[src/rtl/alarm_pkg.sv]
// Shared types and widths for the multi-channel alarm controller.
// Holds the FSM state encoding and the time field widths.
package alarm_pkg;

  typedef enum logic [1:0] {
    IDLE    = 2'd0,
    RINGING = 2'd1,
    SNOOZED = 2'd2
  } alarm_state_e;

  localparam int HRS_W = 5;
  localparam int MIN_W = 6;
  localparam int SEC_W = 6;

  // A single-channel build still needs a 1-bit index.
  function automatic int idx_width(input int n);
    return (n > 1) ? $clog2(n) : 1;
  endfunction

endpackage

[src/rtl/multi_alarm_ctrl_if.sv]
// Alarm slot write bus driven by the adjust logic.
// The adjust logic is the master; the alarm controller is the slave.
interface multi_alarm_ctrl_if
  import alarm_pkg::*;
#(
  parameter int NUM_ALARMS = 4
);
  localparam int IDXW = idx_width(NUM_ALARMS);

  logic             wr_en;
  logic [IDXW-1:0]  wr_idx;
  logic [HRS_W-1:0] wr_hrs;
  logic [MIN_W-1:0] wr_mins;
  logic             wr_arm;

  modport master (output wr_en, wr_idx, wr_hrs, wr_mins, wr_arm);
  modport slave  (input  wr_en, wr_idx, wr_hrs, wr_mins, wr_arm);
endinterface

[src/rtl/alarm_slot.sv]
// One alarm channel: stored time and armed bit, write decode,
// minute-boundary match comparator and sticky missed flag.
module alarm_slot
  import alarm_pkg::*;
#(
  parameter int IDXW     = 2,
  parameter int SLOT_IDX = 0
) (
  input  logic             clk,
  input  logic             rst,
  input  logic             wr_en,
  input  logic [IDXW-1:0]  wr_idx,
  input  logic [HRS_W-1:0] wr_hrs,
  input  logic [MIN_W-1:0] wr_mins,
  input  logic             wr_arm,
  input  logic             sec_tick,
  input  logic [HRS_W-1:0] cur_hrs,
  input  logic [MIN_W-1:0] cur_mins,
  input  logic [SEC_W-1:0] cur_secs,
  input  logic             suppress,
  input  logic             set_missed,
  output logic             match,
  output logic             armed,
  output logic             missed
);

  logic [HRS_W-1:0] hrs_q, hrs_d;
  logic [MIN_W-1:0] mins_q, mins_d;
  logic             armed_q, armed_d;
  logic             missed_q, missed_d;
  logic             wr_sel;

  // A write wins over a same-cycle missed event so rewriting always clears it.
  always_comb begin
    wr_sel   = wr_en && (wr_idx == IDXW'(SLOT_IDX));
    hrs_d    = hrs_q;
    mins_d   = mins_q;
    armed_d  = armed_q;
    missed_d = missed_q | set_missed;
    if (wr_sel) begin
      hrs_d    = wr_hrs;
      mins_d   = wr_mins;
      armed_d  = wr_arm;
      missed_d = 1'b0;
    end
    match = sec_tick && (cur_secs == '0) && armed_q && !suppress &&
            (hrs_q == cur_hrs) && (mins_q == cur_mins);
  end

  always_ff @(posedge clk or posedge rst) begin
    if (rst) begin
      hrs_q    <= '0;
      mins_q   <= '0;
      armed_q  <= 1'b0;
      missed_q <= 1'b0;
    end else begin
      hrs_q    <= hrs_d;
      mins_q   <= mins_d;
      armed_q  <= armed_d;
      missed_q <= missed_d;
    end
  end

  assign armed  = armed_q;
  assign missed = missed_q;

endmodule

[src/rtl/multi_alarm_ctrl.sv]
// Multi-channel alarm controller: NUM_ALARMS slots feeding one shared
// ring/snooze/timeout FSM that drives the LED blink and buzzer enable.
module multi_alarm_ctrl
  import alarm_pkg::*;
#(
  parameter int NUM_ALARMS       = 4,
  parameter int SNOOZE_SEC       = 300,
  parameter int RING_TIMEOUT_SEC = 60,
  parameter int MAX_SNOOZE       = 3,
  localparam int IDXW            = idx_width(NUM_ALARMS)
) (
  input  logic                  clk,
  input  logic                  rst,
  input  logic                  sec_tick,
  input  logic [HRS_W-1:0]      cur_hrs,
  input  logic [MIN_W-1:0]      cur_mins,
  input  logic [SEC_W-1:0]      cur_secs,
  input  logic                  suppress,
  multi_alarm_ctrl_if.slave     wr,
  input  logic                  snooze,
  input  logic                  dismiss,
  output logic                  ringing,
  output logic                  snoozed,
  output logic [IDXW-1:0]       active_idx,
  output logic                  blink,
  output logic                  buzz_en,
  output logic [NUM_ALARMS-1:0] armed,
  output logic [NUM_ALARMS-1:0] missed
);

  localparam int RING_W = $clog2(RING_TIMEOUT_SEC) + 1;
  localparam int SNZ_W  = $clog2(SNOOZE_SEC) + 1;
  localparam int SCNT_W = $clog2(MAX_SNOOZE) + 1;

  alarm_state_e          state_q, state_d;
  logic [IDXW-1:0]       act_q, act_d;
  logic [RING_W-1:0]     ring_q, ring_d;
  logic [SNZ_W-1:0]      snz_q, snz_d;
  logic [SCNT_W-1:0]     scnt_q, scnt_d;
  logic                  blink_q, blink_d;
  logic [NUM_ALARMS-1:0] match, other, set_missed;
  logic [IDXW-1:0]       win_all, win_other, take_idx;
  logic                  take, timeout, fsm_live, wr_active;

  for (genvar g = 0; g < NUM_ALARMS; g++) begin : g_slot
    alarm_slot #(.IDXW(IDXW), .SLOT_IDX(g)) u_slot (
      .clk(clk), .rst(rst),
      .wr_en(wr.wr_en), .wr_idx(wr.wr_idx), .wr_hrs(wr.wr_hrs),
      .wr_mins(wr.wr_mins), .wr_arm(wr.wr_arm),
      .sec_tick(sec_tick), .cur_hrs(cur_hrs), .cur_mins(cur_mins),
      .cur_secs(cur_secs), .suppress(suppress),
      .set_missed(set_missed[g]),
      .match(match[g]), .armed(armed[g]), .missed(missed[g])
    );
  end

  // Lowest-index winners, over all matches and over matches other than the owner.
  always_comb begin
    win_all   = '0;
    win_other = '0;
    other     = '0;
    for (int i = NUM_ALARMS - 1; i >= 0; i--) begin
      other[i] = match[i] && (act_q != IDXW'(i));
      if (match[i]) win_all = IDXW'(i);
      if (other[i]) win_other = IDXW'(i);
    end
    wr_active = wr.wr_en && (wr.wr_idx == act_q) && (state_q != IDLE);
  end

  always_comb begin
    state_d    = state_q;
    act_d      = act_q;
    ring_d     = ring_q;
    snz_d      = snz_q;
    scnt_d     = scnt_q;
    blink_d    = blink_q;
    take       = 1'b0;
    take_idx   = act_q;
    timeout    = 1'b0;
    set_missed = '0;
    fsm_live   = !suppress && !wr_active;
    if (!fsm_live) begin
      state_d = IDLE;
      blink_d = 1'b0;
    end else begin
      case (state_q)
        IDLE: begin
          if (|match) begin
            take     = 1'b1;
            take_idx = win_all;
          end
        end
        RINGING: begin
          if (dismiss) begin
            state_d = IDLE;
            blink_d = 1'b0;
          end else if (snooze) begin
            blink_d = 1'b0;
            if (scnt_q < SCNT_W'(MAX_SNOOZE)) begin
              scnt_d  = scnt_q + 1'b1;
              snz_d   = SNZ_W'(SNOOZE_SEC);
              state_d = SNOOZED;
            end else begin
              state_d = IDLE;
            end
          end else if (sec_tick) begin
            if (ring_q >= RING_W'(RING_TIMEOUT_SEC - 1)) begin
              timeout = 1'b1;
              state_d = IDLE;
              blink_d = 1'b0;
            end else begin
              ring_d  = ring_q + 1'b1;
              blink_d = !blink_q;
            end
          end
        end
        SNOOZED: begin
          if (dismiss) begin
            state_d = IDLE;
          end else if (sec_tick && snz_q <= SNZ_W'(1)) begin
            state_d = RINGING;
            ring_d  = '0;
          end else begin
            if (sec_tick) snz_d = snz_q - 1'b1;
            if (|other) begin
              take     = 1'b1;
              take_idx = win_other;
            end
          end
        end
        default: state_d = IDLE;
      endcase
      if (take) begin
        act_d   = take_idx;
        ring_d  = '0;
        scnt_d  = '0;
        blink_d = 1'b0;
        state_d = RINGING;
      end
    end
    // Any match that does not end up owning the FSM is recorded as missed.
    for (int i = 0; i < NUM_ALARMS; i++) begin
      if (fsm_live && match[i] &&
          !(take && take_idx == IDXW'(i)) &&
          !(state_q != IDLE && act_q == IDXW'(i)))
        set_missed[i] = 1'b1;
      if (timeout && act_q == IDXW'(i))
        set_missed[i] = 1'b1;
    end
  end

  always_ff @(posedge clk or posedge rst) begin
    if (rst) begin
      state_q <= IDLE;
      act_q   <= '0;
      ring_q  <= '0;
      snz_q   <= '0;
      scnt_q  <= '0;
      blink_q <= 1'b0;
    end else begin
      state_q <= state_d;
      act_q   <= act_d;
      ring_q  <= ring_d;
      snz_q   <= snz_d;
      scnt_q  <= scnt_d;
      blink_q <= blink_d;
    end
  end

  assign ringing    = (state_q == RINGING);
  assign snoozed    = (state_q == SNOOZED);
  assign active_idx = act_q;
  assign blink      = blink_q;
  assign buzz_en    = ringing && blink_q;

endmodule

[src/flat_wrapper.sv]
// flat-port wrapper written by rule: the top's interface ports become plain ports
module multi_alarm_ctrl_flat import alarm_pkg::*;
#(
  parameter int NUM_ALARMS       = 4,
  parameter int SNOOZE_SEC       = 300,
  parameter int RING_TIMEOUT_SEC = 60,
  parameter int MAX_SNOOZE       = 3,
  localparam int IDXW            = idx_width(NUM_ALARMS)
)
  (clk, rst, sec_tick, cur_hrs, cur_mins, cur_secs, suppress, snooze, dismiss, ringing, snoozed, active_idx, blink, buzz_en, armed, missed, wr_wr_en, wr_wr_idx, wr_wr_hrs, wr_wr_mins, wr_wr_arm);
  multi_alarm_ctrl_if #(.NUM_ALARMS(NUM_ALARMS)) wr_i ();
  input  logic clk;
  input  logic rst;
  input  logic sec_tick;
  input  logic [HRS_W-1:0] cur_hrs;
  input  logic [MIN_W-1:0] cur_mins;
  input  logic [SEC_W-1:0] cur_secs;
  input  logic suppress;
  input  logic snooze;
  input  logic dismiss;
  output logic ringing;
  output logic snoozed;
  output logic [IDXW-1:0] active_idx;
  output logic blink;
  output logic buzz_en;
  output logic [NUM_ALARMS-1:0] armed;
  output logic [NUM_ALARMS-1:0] missed;
  input wire logic [$bits(wr_i.wr_en)-1:0] wr_wr_en;
  input wire logic [$bits(wr_i.wr_idx)-1:0] wr_wr_idx;
  input wire logic [$bits(wr_i.wr_hrs)-1:0] wr_wr_hrs;
  input wire logic [$bits(wr_i.wr_mins)-1:0] wr_wr_mins;
  input wire logic [$bits(wr_i.wr_arm)-1:0] wr_wr_arm;
  assign wr_i.wr_en = wr_wr_en;
  assign wr_i.wr_idx = wr_wr_idx;
  assign wr_i.wr_hrs = wr_wr_hrs;
  assign wr_i.wr_mins = wr_wr_mins;
  assign wr_i.wr_arm = wr_wr_arm;
  multi_alarm_ctrl #(.NUM_ALARMS(NUM_ALARMS), .SNOOZE_SEC(SNOOZE_SEC), .RING_TIMEOUT_SEC(RING_TIMEOUT_SEC), .MAX_SNOOZE(MAX_SNOOZE)) u_core (.clk(clk), .rst(rst), .sec_tick(sec_tick), .cur_hrs(cur_hrs), .cur_mins(cur_mins), .cur_secs(cur_secs), .suppress(suppress), .wr(wr_i), .snooze(snooze), .dismiss(dismiss), .ringing(ringing), .snoozed(snoozed), .active_idx(active_idx), .blink(blink), .buzz_en(buzz_en), .armed(armed), .missed(missed));
endmodule
[config.mk]
export PLATFORM = sky130hd
export DESIGN_NAME = multi_alarm_ctrl_flat
export DESIGN_NICKNAME = d
export VERILOG_FILES = /design/src/rtl/alarm_pkg.sv /design/src/rtl/multi_alarm_ctrl_if.sv /design/src/rtl/alarm_slot.sv /design/src/rtl/multi_alarm_ctrl.sv /design/src/flat_wrapper.sv
export SDC_FILE = /design/constraint.sdc
export NUM_CORES = 1
export LEC_CHECK = 0
export BUFFER_PORTS_ARGS = -buffer_cell sky130_fd_sc_hd__buf_2
export CAP_MARGIN = 20
export CORE_ASPECT_RATIO = 0.6
export CORE_MARGIN = 4
export CORE_UTILIZATION = 51
export CTS_CLUSTER_DIAMETER = 60
export CTS_CLUSTER_SIZE = 30
export DETAILED_ROUTE_END_ITERATION = 16
export GPL_ROUTABILITY_DRIVEN = 0
export PLACE_DENSITY = 0.68
export SLEW_MARGIN = 20
export SYNTH_ARGS = -nofsm -noshare
export SYNTH_HDL_FRONTEND = slang
export SYNTH_SLANG_ARGS = --single-unit
[constraint.sdc]
create_clock -name clk -period 3.55 [get_ports clk]
set_input_delay 0.71 -clock clk [delete_from_list [all_inputs] [get_ports clk]]
set_output_delay 0.71 -clock clk [all_outputs]
set_load 0.02 [all_outputs]
==> out/metrics.yaml, run 1 <==
place:
  port_buffers: 51
  placedInstanceArea_um2: 5000
  dp_hpwl_mm: 9.31
clock_tree:
  post_cts_buffers: 0
  cts_root_buf: "clkbuf_16"
  cts.sinks: 77
  holdBufCountCts: 0
  cts_buffers: 9
  cts_tree: "built"
  insertion_delay_ns: 0.34
  htree_levels: 3
  cts-resized-gates: 0
  cts.clk_slew.worst_paths_ns: 0.06
  cts_buffer_depth: 2
grt:
  antenna_found_initial: 0
  grt-ovfl-total: 0
  grt_pass1_vias: 3673
  track_usage: 0.235
  grt_max_degree: 42
  grt_pass1_wl_mm: 19.8
route:
  antenna_left: 0
  first_pass_iters: 6
  dr.first_iter.drc_count: 341
  routed_wl_mm: 12.3
  via_count: 3807
  routed_via_density: 6.25
  routedWlPerCell_um: 20.1
  drc: 0
yosys:
  synth_ff_type: "dfrtp_1"
  post_synth.cell_area_avg_um2: 10.3
  synth_seq_cells: 77
  ys_seq_area_frac: 0.411
  syn_inst: 454
  synth_cell_types: 62
  syn_area_um2: 4680
  ys_warn_count: 0
  synth_top_cell_by_area: "dfrtp_1"
  synth_area_leaders: "dfrtp_1 41%, mux2_2 12%, xnor2_1 9.2%, nand4_1 3.9%, nor4_4 2.7%"
  postSynthNetCount: 499
  ys_async_sr_fraction: 1.00
  synth_top_area_frac: 0.411
  synth_edf_count: 0
sta:
  slew-limit-headroom: 0.428
  setup_viol: 0
  hold_violations: 0
  max_freq_ghz: 0.327
  tightest_slew_ns: 0.856
  finalCriticalPeriod_ns: 3.05
  rsz0062_at_grt: "no"
  post-route-period-util: 0.860
  clock_skew_ns: 0.00565
  slew_violations: 0
  finalSetupTns_ns: 0
critical_path:
  path_class: "in -> reg"
  cp_data_arrival_time_ns: 3.24
  cp_max_fo: 7
  cp-end-kind: "flip-flop"
  cp.required_ns: 3.74
  worstSetupStartpointType: "primary input"
layout:
  final_common_cell: "dfrtp_1"
  fillCellCount: 729
  synthToLayoutAreaGrowth_pct: 13.3
  antenna-diode-count: 0
  final_cell_mix: "77 x dfrtp_1, 51 x buf_2, 49 x xnor2_1, 48 x mux2_2"
  post-route-util: 0.609
  final_cell_area_um2: 5310
  drive_gt1_frac: 0.280
  final_nets: 538
status:
  status: "finished, final reports clean"
floorplan:
  pin_count: 52
  start_util: 0.537
  rows: 26
  die_area_um2: 10800
  die_w_um: 132
  core-area_um2: 8720
  chipHeight_um: 82.2
run:
  drv_cap: 0
pwr:
  power.density_nw_per_um2: 474
  vdd_drop_max_v: 0.000266
  p_leak_nw: 2.25
hold_path:
  holdCritPathClass: "reg -> reg"
-- power by group --
| group | total, mW | switching, mW | leakage, nW | internal, mW |
|---|---|---|---|---|
| registers | 1.08 | 0.0890 | 0.935 | 0.986 |
| clock network | 0.984 | 0.370 | 0.145 | 0.614 |
| logic | 0.459 | 0.253 | 1.16 | 0.206 |
| total | 2.52 | 0.712 | 2.25 | 1.81 |
-- Yosys cell counts (7+ instances only) --
library cell / count
dfrtp_1: 77
xnor2_1: 49
mux2_2: 48
nand2_1: 29
nand4_1: 29
nor2_1: 28
inv_1: 17
clkbuf_1: 16
a21oi_1: 15
nand3_1: 15
a31oi_1: 10
buf_4: 8
nor3_1: 8
ha_1: 7
o21ai_0: 7
-- cell families after synthesis --
group           share of synthesized area
mux                                 0.124
fa+ha+maj                          0.0187
simple gates                        0.191
flops                               0.411
buf+inv                            0.0449
xor+xnor                           0.0954
compound gates                      0.115
-- flip-flops by register name, summed over array words and instances, names as in the netlist --
| name | flops |
|---|---|
| u_core.g_slot.u_slot.mins_q | 24 |
| u_core.g_slot.u_slot.hrs_q | 20 |
| u_core.snz_q | 10 |
| u_core.ring_q | 7 |
| u_core.g_slot.u_slot.armed | 4 |
| u_core.g_slot.u_slot.missed | 4 |
| u_core.scnt_q | 3 |
| u_core.active_idx | 2 |
| u_core.state_q | 2 |
| u_core.blink | 1 |
-- worst paths after layout --
kind / end / startpoint / slack (ns) / cells past startpoint
max in group asynchronous: u_core.g_slot[2].u_slot.mins_q[0] / rst / 2.30 / 3
setup / recovery: u_core.g_slot[0].u_slot.missed / cur_secs[3] / 0.50 / 9
hold reg to reg: u_core.scnt_q[0] / u_core.scnt_q[0] / 0.51 / 1
setup reg to reg: u_core.g_slot[0].u_slot.missed / u_core.g_slot[1].u_slot.mins_q[3] / 0.62 / 8
hold / removal: u_core.scnt_q[0] / u_core.scnt_q[0] / 0.51 / 1
min in group asynchronous: u_core.snz_q[7] / rst / 0.55 / 2
-- worst max-delay path: stages --
cell and delay [ns]:
buf_2 0.11, nor4_4 0.47, nand2_4 0.22, nor4_2 0.55, nand2_1 0.12, a311oi_1 0.35, o22ai_1 0.15, nor3_1 0.37
a31oi_1 0.17
-- per-layer routing --
metal / vias up / wire, um / track usage / share of wire
met1: 1874 / 6160 / 0.353 / 0.50
met2: 192 / 4740 / 0.322 / 0.39
met5: - / 0 / 0 / 0
met3: 12 / 1260 / 0.0841 / 0.10
li1: 1729 / - / - / -
met4: 0 / 98 / 0.0514 / 0.0080
-- layout make-up --
cell class | instances | area, um^2 | share of cell area
timing repair buffer | 57 | 313 | 0.0589
clock inverter | 5 | 83.8 | 0.0158
sequential | 77 | 1930 | 0.363
clock buffer | 10 | 229 | 0.0431
tap | 112 | 140 | 0.0264
inverter | 17 | 63.8 | 0.0120
multi-input combinational | 331 | 2550 | 0.481
-- per-stage QoR --
step / instances / setup WS (ns) / power (mW) / hold slack (ns)
finish: 609 / 0.496 / 2.52 / 0.507
CTS: 609 / 0.617 / 2.52 / 0.512
detailed placement: 594 / 0.227 / 1.54 / 0.505
global route: 609 / 0.407 / 2.62 / 0.527
global placement: 594 / 0.305 / 1.52 / 0.489
floorplan: 454 / 0.746 / 1.39 / 0.477
(Power assumes the default switching activity.)
==> inputs of run 2 (changes only) <==
Settings changed: RECOVER_POWER set to 25.
==> run 2 against run 1 <==
  * The run now ends with max-capacitance violations left
  * Worst setup slack better by 0.021 ns
  * Global-route usage stayed put
  * Cell count stayed put
  * Sequential share of layout area is 0.10 points higher
  * Critical path type unchanged
==> out/metrics.yaml, run 2 (same netlist as run 1, synthesis figures left out) <==
status:
  status: "finished with violations"  # was finished, final reports clean
  violations: "max-capacitance violations"
sta:
  slew_violations: 0  # unchanged
  max_freq_ghz: 0.330  # was 0.327 GHz
  hold_violations: 0  # unchanged
  post-route-period-util: 0.854  # was 0.860
  finalCriticalPeriod_ns: 3.03  # was 3.05 ns
  setup_viol: 0  # unchanged
  finalSetupTns_ns: 0  # unchanged
  timing.hold.ws_ns: 0.507  # about the same
  slew-limit-headroom: 0.00373  # was 0.428
  tightest_slew_ns: 1.49  # was 0.856 ns
  clock_skew_ns: 0.00716  # was 0.00565 ns
  rsz0062_at_grt: "no"  # unchanged
critical_path:
  path_class: "in -> reg"  # unchanged
  worstSetupStartpointType: "primary input"  # unchanged
  rr_worst_depth: 10  # was 8
  cp_max_fo: 7  # unchanged
  cp.required_ns: 3.74  # about the same
  cp-end-kind: "flip-flop"  # unchanged
  cp_data_arrival_time_ns: 3.22  # was 3.24 ns
clock_tree:
  cts.clk_slew.worst_paths_ns: 0.06  # about the same
  cts-resized-gates: 0  # unchanged
  post_cts_buffers: 0  # unchanged
  cts.sinks: 77  # unchanged
  cts_root_buf: "clkbuf_16"  # unchanged
  holdBufCountCts: 0  # unchanged
  cts_tree: "built"  # unchanged
  htree_levels: 3  # unchanged
  insertion_delay_ns: 0.34  # about the same
  cts_buffers: 9  # unchanged
  cts_buffer_depth: 2  # unchanged
route:
  drc: 0  # unchanged
  dr.first_iter.drc_count: 346  # was 341
  via_count: 3781  # was 3807
  routed_wl_mm: 12.2  # was 12.3 mm
  antenna_left: 0  # unchanged
  routedWlPerCell_um: 20.0  # was 20.1 um
  first_pass_iters: 5  # was 6
  routed_via_density: 6.21  # was 6.25
floorplan:
  die_area_um2: 10800  # unchanged
  core-area_um2: 8720  # unchanged
  chipHeight_um: 82.2  # unchanged
  pin_count: 52  # unchanged
  rows: 26  # unchanged
  start_util: 0.537  # unchanged
  die_w_um: 132  # unchanged
grt:
  antenna_found_initial: 0  # unchanged
  grt_use_met1: 0.353  # unchanged
  track_usage: 0.235  # unchanged
  met2_usage: 0.322  # unchanged
  busiest_layer: "met1"  # unchanged
  met3_usage: 0.0841  # unchanged
  grt_max_degree: 42  # unchanged
  grt_pass1_vias: 3673  # unchanged
  grt-ovfl-total: 0  # unchanged
  grt_pass1_wl_mm: 19.8  # unchanged
pwr:
  power.density_nw_per_um2: 475  # was 474 nW/um^2
  total_power_mw: 2.52  # about the same
  p_leak_nw: 2.24  # was 2.25 nW
  vdd_drop_max_v: 0.000267  # was 0.000266 V
layout:
  final-seq-area_um2: 1930  # unchanged
  top_regs: "u_core.g_slot.u_slot.mins_q x24, u_core.g_slot.u_slot.hrs_q x20, u_core.snz_q x10"  # unchanged
  top_register: "u_core.g_slot.u_slot.mins_q"  # unchanged
  final_common_cell: "dfrtp_1"  # unchanged
  multiInputGateArea_um2: 2550  # unchanged
  drive_gt1_frac: 0.278  # was 0.280
  final_cell_mix: "77 x dfrtp_1, 51 x buf_2, 49 x xnor2_1, 48 x mux2_2"  # unchanged
  antenna-diode-count: 0  # unchanged
  fillCellCount: 730  # was 729
  final_nets: 538  # unchanged
  post-route-util: 0.607  # was 0.609
  largest_reg_flops: 24  # unchanged
  synthToLayoutAreaGrowth_pct: 13.0  # was 13.3%
place:
  dp_hpwl_mm: 9.31  # unchanged
  port_buffers: 51  # unchanged
hold_path:
  hold_depth: 1  # unchanged
  holdCritPathClass: "reg -> reg"  # unchanged
run:
  drv_cap: 1  # was 0
## run 2: cell count changes in the layout (fill, tap and decap cells not counted)
cell      change
buf_12        -1
inv_1         +1
clkbuf_2      +1
inv_2         -1
## run 2: final cells by class
cell class / instances / area share
Clock buffer: 10 / 0.0433
Clock inverter: 5 / 0.0158
Inverter: 17 / 0.0121
Multi-Input combinational cell: 331 / 0.482
Sequential cell: 77 / 0.364
Tap cell: 112 / 0.0265
Timing Repair Buffer: 57 / 0.0563
## run 2: worst paths after layout
check	startpoint	to	slack, ns
hold reg to reg	u_core.scnt_q[0]	u_core.scnt_q[0]	0.51
setup reg to reg	u_core.state_q[0]	u_core.snz_q[7]	0.63
max in group asynchronous	rst	u_core.g_slot[2].u_slot.mins_q[0]	1.02
min in group asynchronous	rst	u_core.snz_q[7]	0.81
setup / recovery	cur_secs[3]	u_core.g_slot[0].u_slot.missed	0.52
hold / removal	u_core.scnt_q[0]	u_core.scnt_q[0]	0.51
## run 2: metrics by stage
step	instance area [um^2]	setup slack, ns	instances
2_1_floorplan	4680	0.746	454
3_3_place_gp	5000	0.305	594
3_5_place_dp	5000	0.227	594
4_1_cts	5310	0.617	609
5_1_grt	5290	0.407	609
6_report	5290	0.517	609
## run 2: critical path, cell delays in order
cell	delay, ns
buf_2	0.11
nor4_4	0.47
nand2_4	0.22
nor4_2	0.54
nand2_1	0.12
a311oi_1	0.35
o22ai_1	0.15
nor3_1	0.36
a31oi_1	0.17
## run 2: metal layers
layer / vias up / part of all wire
met1: 1846 / 0.50
li1: 1739 / -
met3: 13 / 0.10
met4: 0 / 0.0081
met2: 183 / 0.39
met5: - / 0
## run 2: where the power goes
| group | internal [mW] | switching (mW) | total (mW) | leakage (nW) |
|---|---|---|---|---|
| sequential | 0.986 | 0.0895 | 1.08 | 0.935 |
| clock | 0.614 | 0.369 | 0.983 | 0.145 |
| combinational | 0.204 | 0.252 | 0.456 | 1.16 |
